### src/rtl/cpm_rst_seq_pkg.sv
// Shared types and defaults for the CPM5 reset/bring-up sequencer.
// The optional macro CPM_RST_SEQ_LINKDOWN_RECOVER_EN is consumed by cpm_rst_seq.sv.
package cpm_rst_seq_pkg;

  // FSM state encodings, also exported on state_o for debug
  typedef enum logic [2:0] {
    ST_IDLE       = 3'd0,
    ST_POR_HOLD   = 3'd1,
    ST_PERST_WAIT = 3'd2,
    ST_PL_REL     = 3'd3,
    ST_LINK_WAIT  = 3'd4,
    ST_UP         = 3'd5,
    ST_FAIL       = 3'd6
  } state_t;

  localparam int unsigned PL_RST_W_DEF = 4;

  // Largest of three cycle parameters, used to size the shared counter
  function automatic int unsigned max3(input int unsigned a, input int unsigned b,
                                       input int unsigned c);
    int unsigned m;
    m = a;
    if (b > m) m = b;
    if (c > m) m = c;
    return m;
  endfunction

endpackage

### src/rtl/cpm_rst_sync2.sv
// Two-flop synchronizer for the asynchronous CPM link_up status.
module cpm_rst_sync2 (
  input  logic i_clk,
  input  logic i_rst_n,
  input  logic i_d,
  output logic o_q
);

  logic r_meta;
  logic r_sync;

  // Two-stage capture, cleared to 0 by the asynchronous reset
  always_ff @(posedge i_clk or negedge i_rst_n) begin
    if (!i_rst_n) begin
      r_meta <= 1'b0;
      r_sync <= 1'b0;
    end else begin
      r_meta <= i_d;
      r_sync <= r_meta;
    end
  end

  assign o_q = r_sync;

endmodule

### src/rtl/cpm_rst_seq.sv
// Reset and bring-up sequencer for one CPM5 PCIe controller pair.
// Orders POR / CPM LPD POR / PERST# / PL reset release, then waits for
// link-up with a bounded timeout and retry.
// Optional: define CPM_RST_SEQ_LINKDOWN_RECOVER_EN to re-run PERST#/PL
// release when the link drops while UP; otherwise UP is terminal.
module cpm_rst_seq
  import cpm_rst_seq_pkg::*;
#(
  parameter int unsigned POR_HOLD_CYC       = 500,
  parameter int unsigned PERST_DELAY_CYC    = 100,
  parameter int unsigned LINKUP_TIMEOUT_CYC = 65536,
  parameter int unsigned MAX_RETRY          = 3,
  parameter int unsigned PL_RST_W           = PL_RST_W_DEF
) (
  input  logic                             sys_clk,
  input  logic                             sys_rst_n,
  input  logic                             start,
  input  logic                             link_up,
  output logic                             por_n,
  output logic                             cpm_por_n,
  output logic [1:0]                       perst_n,
  output logic [PL_RST_W-1:0]              pl_rst_n,
  output logic                             done,
  output logic                             fail,
  output logic [$clog2(MAX_RETRY+1)-1:0]   retry_cnt,
  output logic [2:0]                       state_o
);

  localparam int unsigned RW    = $clog2(MAX_RETRY + 1);
  localparam int unsigned CNT_W =
    $clog2(max3(POR_HOLD_CYC, PERST_DELAY_CYC, LINKUP_TIMEOUT_CYC)) + 1;

  // Terminal counts. PERST_WAIT exits one count earlier than POR_HOLD so
  // that perst_n rises exactly PERST_DELAY_CYC edges after por_n.
  localparam logic [CNT_W-1:0] C_POR   = CNT_W'(POR_HOLD_CYC);
  localparam logic [CNT_W-1:0] C_PERST =
    CNT_W'((PERST_DELAY_CYC == 0) ? 0 : PERST_DELAY_CYC - 1);
  localparam logic [CNT_W-1:0] C_TO    = CNT_W'(LINKUP_TIMEOUT_CYC);
  localparam logic [RW-1:0]    C_LAST  = RW'(MAX_RETRY - 1);

  state_t               r_state;
  logic [CNT_W-1:0]     r_cnt;
  logic                 r_por_n;
  logic                 r_cpm_por_n;
  logic [1:0]           r_perst_n;
  logic [PL_RST_W-1:0]  r_pl_rst_n;
  logic                 r_done;
  logic                 r_fail;
  logic [RW-1:0]        r_retry_cnt;
  logic                 w_link_sync;

  cpm_rst_sync2 u_link_sync (
    .i_clk   (sys_clk),
    .i_rst_n (sys_rst_n),
    .i_d     (link_up),
    .o_q     (w_link_sync)
  );

  // Sequencer FSM with its cycle counter and all registered outputs
  always_ff @(posedge sys_clk or negedge sys_rst_n) begin
    if (!sys_rst_n) begin
      r_state     <= ST_IDLE;
      r_cnt       <= '0;
      r_por_n     <= 1'b0;
      r_cpm_por_n <= 1'b0;
      r_perst_n   <= '0;
      r_pl_rst_n  <= '0;
      r_done      <= 1'b0;
      r_fail      <= 1'b0;
      r_retry_cnt <= '0;
    end else begin
      case (r_state)
        ST_IDLE: begin
          if (start) begin
            r_state <= ST_POR_HOLD;
            r_cnt   <= '0;
          end
        end
        ST_POR_HOLD: begin
          if (r_cnt == C_POR) begin
            r_por_n     <= 1'b1;
            r_cpm_por_n <= 1'b1;
            r_state     <= ST_PERST_WAIT;
            r_cnt       <= '0;
          end else begin
            r_cnt <= r_cnt + CNT_W'(1);
          end
        end
        ST_PERST_WAIT: begin
          if (r_cnt == C_PERST) begin
            r_perst_n <= '1;
            r_state   <= ST_PL_REL;
            r_cnt     <= '0;
          end else begin
            r_cnt <= r_cnt + CNT_W'(1);
          end
        end
        ST_PL_REL: begin
          r_pl_rst_n <= '1;
          r_state    <= ST_LINK_WAIT;
          r_cnt      <= '0;
        end
        ST_LINK_WAIT: begin
          // link_up is tested first so it wins over a coincident timeout
          if (w_link_sync) begin
            r_done      <= 1'b1;
            r_retry_cnt <= '0;
            r_state     <= ST_UP;
            r_cnt       <= '0;
          end else if (r_cnt == C_TO) begin
            r_retry_cnt <= r_retry_cnt + RW'(1);
            r_por_n     <= 1'b0;
            r_cpm_por_n <= 1'b0;
            r_perst_n   <= '0;
            r_pl_rst_n  <= '0;
            r_cnt       <= '0;
            if (r_retry_cnt == C_LAST) begin
              r_fail  <= 1'b1;
              r_state <= ST_FAIL;
            end else begin
              r_state <= ST_POR_HOLD;
            end
          end else begin
            r_cnt <= r_cnt + CNT_W'(1);
          end
        end
        ST_UP: begin
`ifdef CPM_RST_SEQ_LINKDOWN_RECOVER_EN
          if (!w_link_sync) begin
            r_done     <= 1'b0;
            r_perst_n  <= '0;
            r_pl_rst_n <= '0;
            r_state    <= ST_PERST_WAIT;
            r_cnt      <= '0;
          end
`else
          r_done <= 1'b1;
`endif
        end
        ST_FAIL: begin
          if (start) begin
            r_fail      <= 1'b0;
            r_retry_cnt <= '0;
            r_state     <= ST_POR_HOLD;
            r_cnt       <= '0;
          end
        end
        default: begin
          r_state     <= ST_IDLE;
          r_cnt       <= '0;
          r_por_n     <= 1'b0;
          r_cpm_por_n <= 1'b0;
          r_perst_n   <= '0;
          r_pl_rst_n  <= '0;
          r_done      <= 1'b0;
        end
      endcase
    end
  end

  assign por_n     = r_por_n;
  assign cpm_por_n = r_cpm_por_n;
  assign perst_n   = r_perst_n;
  assign pl_rst_n  = r_pl_rst_n;
  assign done      = r_done;
  assign fail      = r_fail;
  assign retry_cnt = r_retry_cnt;
  assign state_o   = r_state;

endmodule

### config.mk
export PLATFORM = sky130hd
export DESIGN_NAME = cpm_rst_seq
export DESIGN_NICKNAME = d
export VERILOG_FILES = /design/src/rtl/cpm_rst_seq_pkg.sv /design/src/rtl/cpm_rst_sync2.sv /design/src/rtl/cpm_rst_seq.sv
export SDC_FILE = /design/constraint.sdc
export NUM_CORES = 1
export LEC_CHECK = 0
export CORE_ASPECT_RATIO = 0.75
export CORE_UTILIZATION = 50
export CTS_CLUSTER_DIAMETER = 120
export DETAILED_ROUTE_END_ITERATION = 8
export PLACE_DENSITY = 0.83
export SLEW_MARGIN = 20
export SYNTH_ARGS = -nofsm -noshare
export SYNTH_HDL_FRONTEND = slang
export SYNTH_SLANG_ARGS = --single-unit
### constraint.sdc
create_clock -name sys_clk -period 4.51 [get_ports sys_clk]
set_input_delay 0.902 -clock sys_clk [delete_from_list [all_inputs] [get_ports sys_clk]]
set_output_delay 0.902 -clock sys_clk [all_outputs]
set_load 0.005 [all_outputs]
Yosys cells after proc, flatten, opt, wreduce, memory -nomap -nowiden
Index checks and enable logic that the tools add are counted.
- register bits: 33
- input port bits: 4
- reduce and logical (&&, ||, !) cells: 15
- add/sub/neg operators: 2
- equality and inequality tests: 19
- bitwise gates (word level): 5
- mux-type cells: 35
- operator list (operator ; number):
    2-to-1 mux 17 bit ; 5
    case mux 17 bit (5 select lines) ; 1
    OR reduction 5 bit ; 4
    2-to-1 mux 3 bit ; 6
    case mux 3 bit (6 select lines) ; 1
    adder 17 x 1 -> 17 bit (second input constant) ; 1
    == test 17 bit (second input constant) ; 1
    == test 17 x 7 -> 1 bit (second input constant) ; 1
    == test 17 x 9 -> 1 bit (second input constant) ; 1
    2-to-1 mux 2 bit ; 6
    != test 2 bit (second input constant) ; 6
    case mux 4 bit (3 select lines) ; 1
    AND reduction 5 bit ; 2
    == test 3 bit (second input constant) ; 3
    2-to-1 mux 1 bit ; 8
    2-to-1 mux 4 bit ; 2
    AND reduction 4 bit ; 2
    == test 3 x 2 -> 1 bit (second input constant) ; 2
    case mux 1 bit (3 select lines) ; 2
    case mux 2 bit (3 select lines) ; 1
    AND reduction 3 bit ; 2
    inverter 1 bit ; 5
    != test 2 x 1 -> 1 bit (second input constant) ; 2
    case mux 2 bit (2 select lines) ; 1
    other kinds (9) ; 10

Longest topological paths before layout
- word-level depth: 5
- depth in mapped cells: 8
- depth with buffers taken out: 7

Modules after synthesis
A second synthesis with hierarchy kept.
- cell total of the unflattened synthesis: 187
- area, all modules: 1759.2 µm²
- by module, submodules not included (module ; cells an instance ; instances ; area each (µm²)):
    cpm_rst_seq ; 185 ; 1 ; 1709.1
    cpm_rst_sync2 ; 2 ; 1 ; 50.0

Worst setup path after synthesis
No wires, ideal clock.
- path kind: reg-to-reg
- from: register r_cnt[3]
- to: register r_state[0], in the netlist state_o[0]
- cell stages (with the launch flop): 7
- setup slack: 2.050 ns
- period minus slack after synthesis: 2.460 ns
- setup time: 0.128 ns
- arrival: 2.332 ns
- buffers on the path: 1
- cells stage by stage: dfrtp_1 > buf_6 > or4_4 > or4_4 > a22o_4 > nor2_4 > mux2_1
- cells in the longest elaborated chain, start to end: 3
- RTL lines (what ; RTL line ; RTL):
    start, declared ; cpm_rst_seq.sv:42 ; logic [CNT_W-1:0] r_cnt;
    start signal, assigned ; cpm_rst_seq.sv:86 ; r_cnt <= r_cnt + CNT_W'(1);
    start signal, assigned ; cpm_rst_seq.sv:95 ; r_cnt <= r_cnt + CNT_W'(1);
    start signal, assigned ; cpm_rst_seq.sv:124 ; r_cnt <= r_cnt + CNT_W'(1);
    == test 17 bit (tied with other cells) ; cpm_rst_seq.sv:110 ; end else if (r_cnt == C_TO) begin
    != test 3 x 2 -> 1 bit (no line) or != test 2 bit (tied branches) ; n/a ;
    AND reduction 5 bit (no line) * ; n/a ;
    end signal, assigned ; cpm_rst_seq.sv:108 ; r_state <= ST_UP;
    end signal, assigned ; cpm_rst_seq.sv:119 ; r_state <= ST_FAIL;
    end signal, assigned ; cpm_rst_seq.sv:121 ; r_state <= ST_POR_HOLD;
    end, declared ; cpm_rst_seq.sv:41 ; state_t r_state;
Every way passes the cells marked *; elsewhere a longest branch is shown, timed or not.
A chain may end at the register's enable or synchronous reset.

Worst setup path after layout
- from: input port start
- to: register r_state[0], in the netlist state_o[0]
- cells in the longest elaborated chain, start to end: 2
- RTL lines (what ; RTL line ; RTL):
    start, declared ; cpm_rst_seq.sv:17 ; input logic start,
    != test 2 x 1 -> 1 bit (no line) ; n/a ;
    AND reduction 5 bit (no line) ; n/a ;
    end signal, assigned ; cpm_rst_seq.sv:62 ; r_state <= ST_IDLE;
    end signal, assigned ; cpm_rst_seq.sv:75 ; r_state <= ST_POR_HOLD;
    end signal, assigned ; cpm_rst_seq.sv:83 ; r_state <= ST_PERST_WAIT;
Every way passes these cells.

==> results.md <==
Worst setup path:
- The family of cells with the greatest summed delay on the critical path is simple AND/OR/NAND/NOR gates.
- STA classifies the critical path startpoint as an input pin.
- STA classifies the critical path endpoint as a flop.
- On the critical path, the stage with the largest delay is an instance of clkdlybuf4s50_1.
- The worst setup path category is in -> reg.
- At the worst endpoint, the required time is between 4000 and 5000 ps.
- The maximum fanout encountered on the critical timing path is 16.
- At the worst endpoint, the arrival time is roughly 3100 ps.
- The number of buffers and inverters on the critical path is 1.
- The critical path goes through clkdlybuf4s50_1, nor4_1, nor3_1, o41ai_1, nor2_4, mux2_1.
- The longest individual stage delay on the worst path is 570 ps.

Clocking:
- Post-CTS repair changed the size of 0 cells.
- The clock latency on the worst-skew pair is just under 300 ps.
- TritonCTS built the clock tree.
- The maximum number of buffers from clock root to sink is 2.
- The count of hold-fix buffers inserted at cts is 0.
- The CTS sink count is 29.
- The tree is rooted in a clkbuf_8.
- The number of H-tree levels is 2.
- Clock-pin slew was measured on the worst setup and hold paths at about 60 ps.
- The count of buffers added by post-CTS timing repair for setup is 0.
- Buffers inserted during clock tree synthesis total 5.

STA:
- The final setup skew is ~11 ps.
- The headroom to the max-slew limit is 0.273.
- Setup repair after global routing left no endpoint under its margin.
- The routed design could run at a clock period as short as 2960 ps.
- The count of endpoints failing setup in the final report is 0.
- The hold violation count in the final report is 0.
- The setup TNS after final layout is 0 ps.
- The final cycle utilization of the critical path is 0.657.
- The worst-case hold slack is ~380 ps.
- The final max-slew violation count came to 0.
- The maximum achievable frequency is approximately 0.34 GHz.
- The actual transition at the worst max-transition pin is 1080 ps.

Route:
- The initial detailed-routing violation count is roughly 110.
- Before antenna repair, the detailed router went through 4 iterations.
- The final wirelength is just under 4000 um.
- The routed length per instance is roughly 17 um.
- The count of nets left with antenna violations once routing finished came out at 0.
- In the routed layout, each cell is associated on average with a via count of 6.32.
- The detailed-route DRC error count is 0.
- Across all layers, the routed design uses between 1,000 and 1,500 vias.

Global routing:
- The first-pass GRT wire length is around 6400 um.
- The total track usage is 0.240.
- The number of antenna violations at the first check in global routing is 0.
- The number of global-route vias before repair is ~1,300.
- The total grt overflow is 0.
- Entering global routing, the biggest net connects 28 pins.

Finish:
- The cell area after layout is slightly below 0.002 sq mm.
- The non-filler instance count after layout is 231.
- In the final layout, the share of cells above drive strength 1 is 0.0933.
- Compared with the post-synthesis result, the final layout area differs by 14.2%.
- The number of antenna diodes is 0.
- The fill cell instance count of the final layout is 240.
- The core occupancy in the finished layout is 0.630.
- The count of nets after finishing is about 200.

Synth:
- The proportion of synthesized flip-flops having asynchronous set or reset is 1.00.
- The number of distinct library cell variants in the gate-level netlist after synthesis is 48.
- The number of instances in the synthesized netlist is roughly 180.
- The register bit total from synthesis is 29.
- The main flop type after synthesis is dfrtp_1.
- Summed over all instances, the cell type with the most area after synthesis is dfrtp_1.
- Yosys mapped a number of flops with a built-in enable equal to 0.
- By area the synthesized netlist is led by dfrtp_1, xor2_1, nor2_1.
- The commonest cells after synthesis are dfrtp_1, nor2_1, nand2_1, xor2_1, nand4_1.
- The most used standard cell by instance count after synthesis is dfrtp_1.
- The mean instance size in the synthesized netlist is ~9.5 sq um.
- The number of warnings reported in the yosys synthesis log is 0.
- The synthesized netlist occupies a cell area of between 0.0015 and 0.002 sq mm.
- The area share of the largest cell type after synthesis is 0.427.
- The net count of the mapped netlist is between 150 and 200.
- The proportion of synthesized chip area in sequential cells is 0.427.

Floorplan:
- The area enclosed by the die boundary is around 0.0036 sq mm.
- The y dimension of the die is roughly 53 um.
- The count of boundary I/O pins is 19.
- The area inside the core boundary is 0.00308 sq mm.
- The initial standard-cell utilization of the core is 0.551.
- The initialized floorplan defines 17 standard-cell rows.
- The die is approximately 69 um wide.

Power and ir drop:
- The areal power density over the cells is about 520 mW/mm^2.
- Across the VDD grid, the largest voltage drop is 0.360 mV.
- For this design the static power due to leakage is between 0.8 and 0.9 nW.

Run status:
- The run finished with clean final reports.

Placed design:
- The number of input and output port buffers inserted is 18.
- The congestion estimate from routability-driven global placement came to between 0.8 and 0.9.
- The half-perimeter wire length of the detailed placement result is between 2000 and 3000 um.
- The post-placement cell area is 0.00186 sq mm.
- The number of placed instances, taps included, is approximately 220.

Job:
- Across the run, the number of max-cap violations was 0.

Worst hold path:
- The path class of the tightest hold or removal check is reg -> reg.
[layer usage]
metal | part of all wire | up-vias | track usage | wire (um)
li1 | - | 673 | - | -
met4 | 0.031 | 0 | 0.146 | 119
met5 | 0 | - | 0 | 0
met3 | 0.097 | 14 | 0.0596 | 376
met1 | 0.41 | 688 | 0.305 | 1600
met2 | 0.46 | 84 | 0.375 | 1790
[cell usage in the layout, fill, tap and decap left out, drive strengths merged, types with 2 or more instances in the layout]
cell type / n
a21oi: 5
a22o: 2
a31o: 2
a31oi: 3
and2: 2
buf: 2
clkbuf: 7
clkdlybuf4s50: 17
dfrtp: 29
ha: 3
inv: 7
mux2: 3
nand2: 12
nand2b: 3
nand3: 5
nand4: 9
nand4b: 2
nor2: 25
nor3: 5
nor4: 6
o21ai: 8
o31ai: 3
or4: 6
xor2: 11
[logic make-up after synthesis]
group	share of synthesized area
adder cells (fa/ha/maj)	0.0339
flip-flops	0.427
XOR/XNOR	0.0618
buffers and inverters	0.0618
AO/OA/AOI/OAI	0.131
AND/OR/NAND/NOR	0.257
multiplexers	0.0280
[flip-flops by register name, indices dropped and copies added, names as in the netlist]
| register | cells |
|---|---|
| r_cnt | 17 |
| state_o | 3 |
| retry_cnt | 2 |
| cpm_por_n | 1 |
| done | 1 |
| fail | 1 |
| perst_n | 1 |
| pl_rst_n | 1 |
| u_link_sync.o_q | 1 |
| u_link_sync.r_meta | 1 |
[final cells by class]
type                    instances  area (sq um)  share of cell area
multi-input cells             130           870               0.448
clock buffers                   7          86.3              0.0445
flip-flops and latches         29           726               0.374
repair buffers                 19           183              0.0941
well taps                      38          47.5              0.0245
inverters                       8          30.0              0.0155
[worst register-to-register path: stages, from the launching register on]
cell	delay, ps
dfrtp_1	480
or4_4	590
or4_4	590
a22o_4	290
nor2_4	330
mux2_1	360
[metrics by stage]
stage / power, mW / setup slack [ps]
6_report: 1.01 / 1550
5_1_grt: 1.07 / 1420
4_1_cts: 1.01 / 1570
3_5_place_dp: 0.796 / 1270
3_3_place_gp: 0.778 / 1460
2_1_floorplan: 0.671 / 2050
[final timing paths]
path | from | endpoint | slack (ps) | cells after the start
worst max-delay path | start | state_o[0] | 1550 | 6
worst min-delay path | u_link_sync.r_meta | u_link_sync.o_q | 380 | 0
worst max register to register | r_cnt[3] | state_o[0] | 1750 | 5
worst min register to register | u_link_sync.r_meta | u_link_sync.o_q | 380 | 0
max in group asynchronous | sys_rst_n | r_cnt[9] | 3400 | 2
min in group asynchronous | sys_rst_n | cpm_por_n | 610 | 1
[where the power goes]
| part | total, mW | internal, mW | leakage (nW) | switching [mW] |
|---|---|---|---|---|
| sequential | 0.378 | 0.297 | 0.385 | 0.0806 |
| clock | 0.213 | 0.121 | 0.0443 | 0.0926 |
| combinational | 0.423 | 0.207 | 0.389 | 0.216 |
No activity file was read; power rests on OpenSTA's default activity.
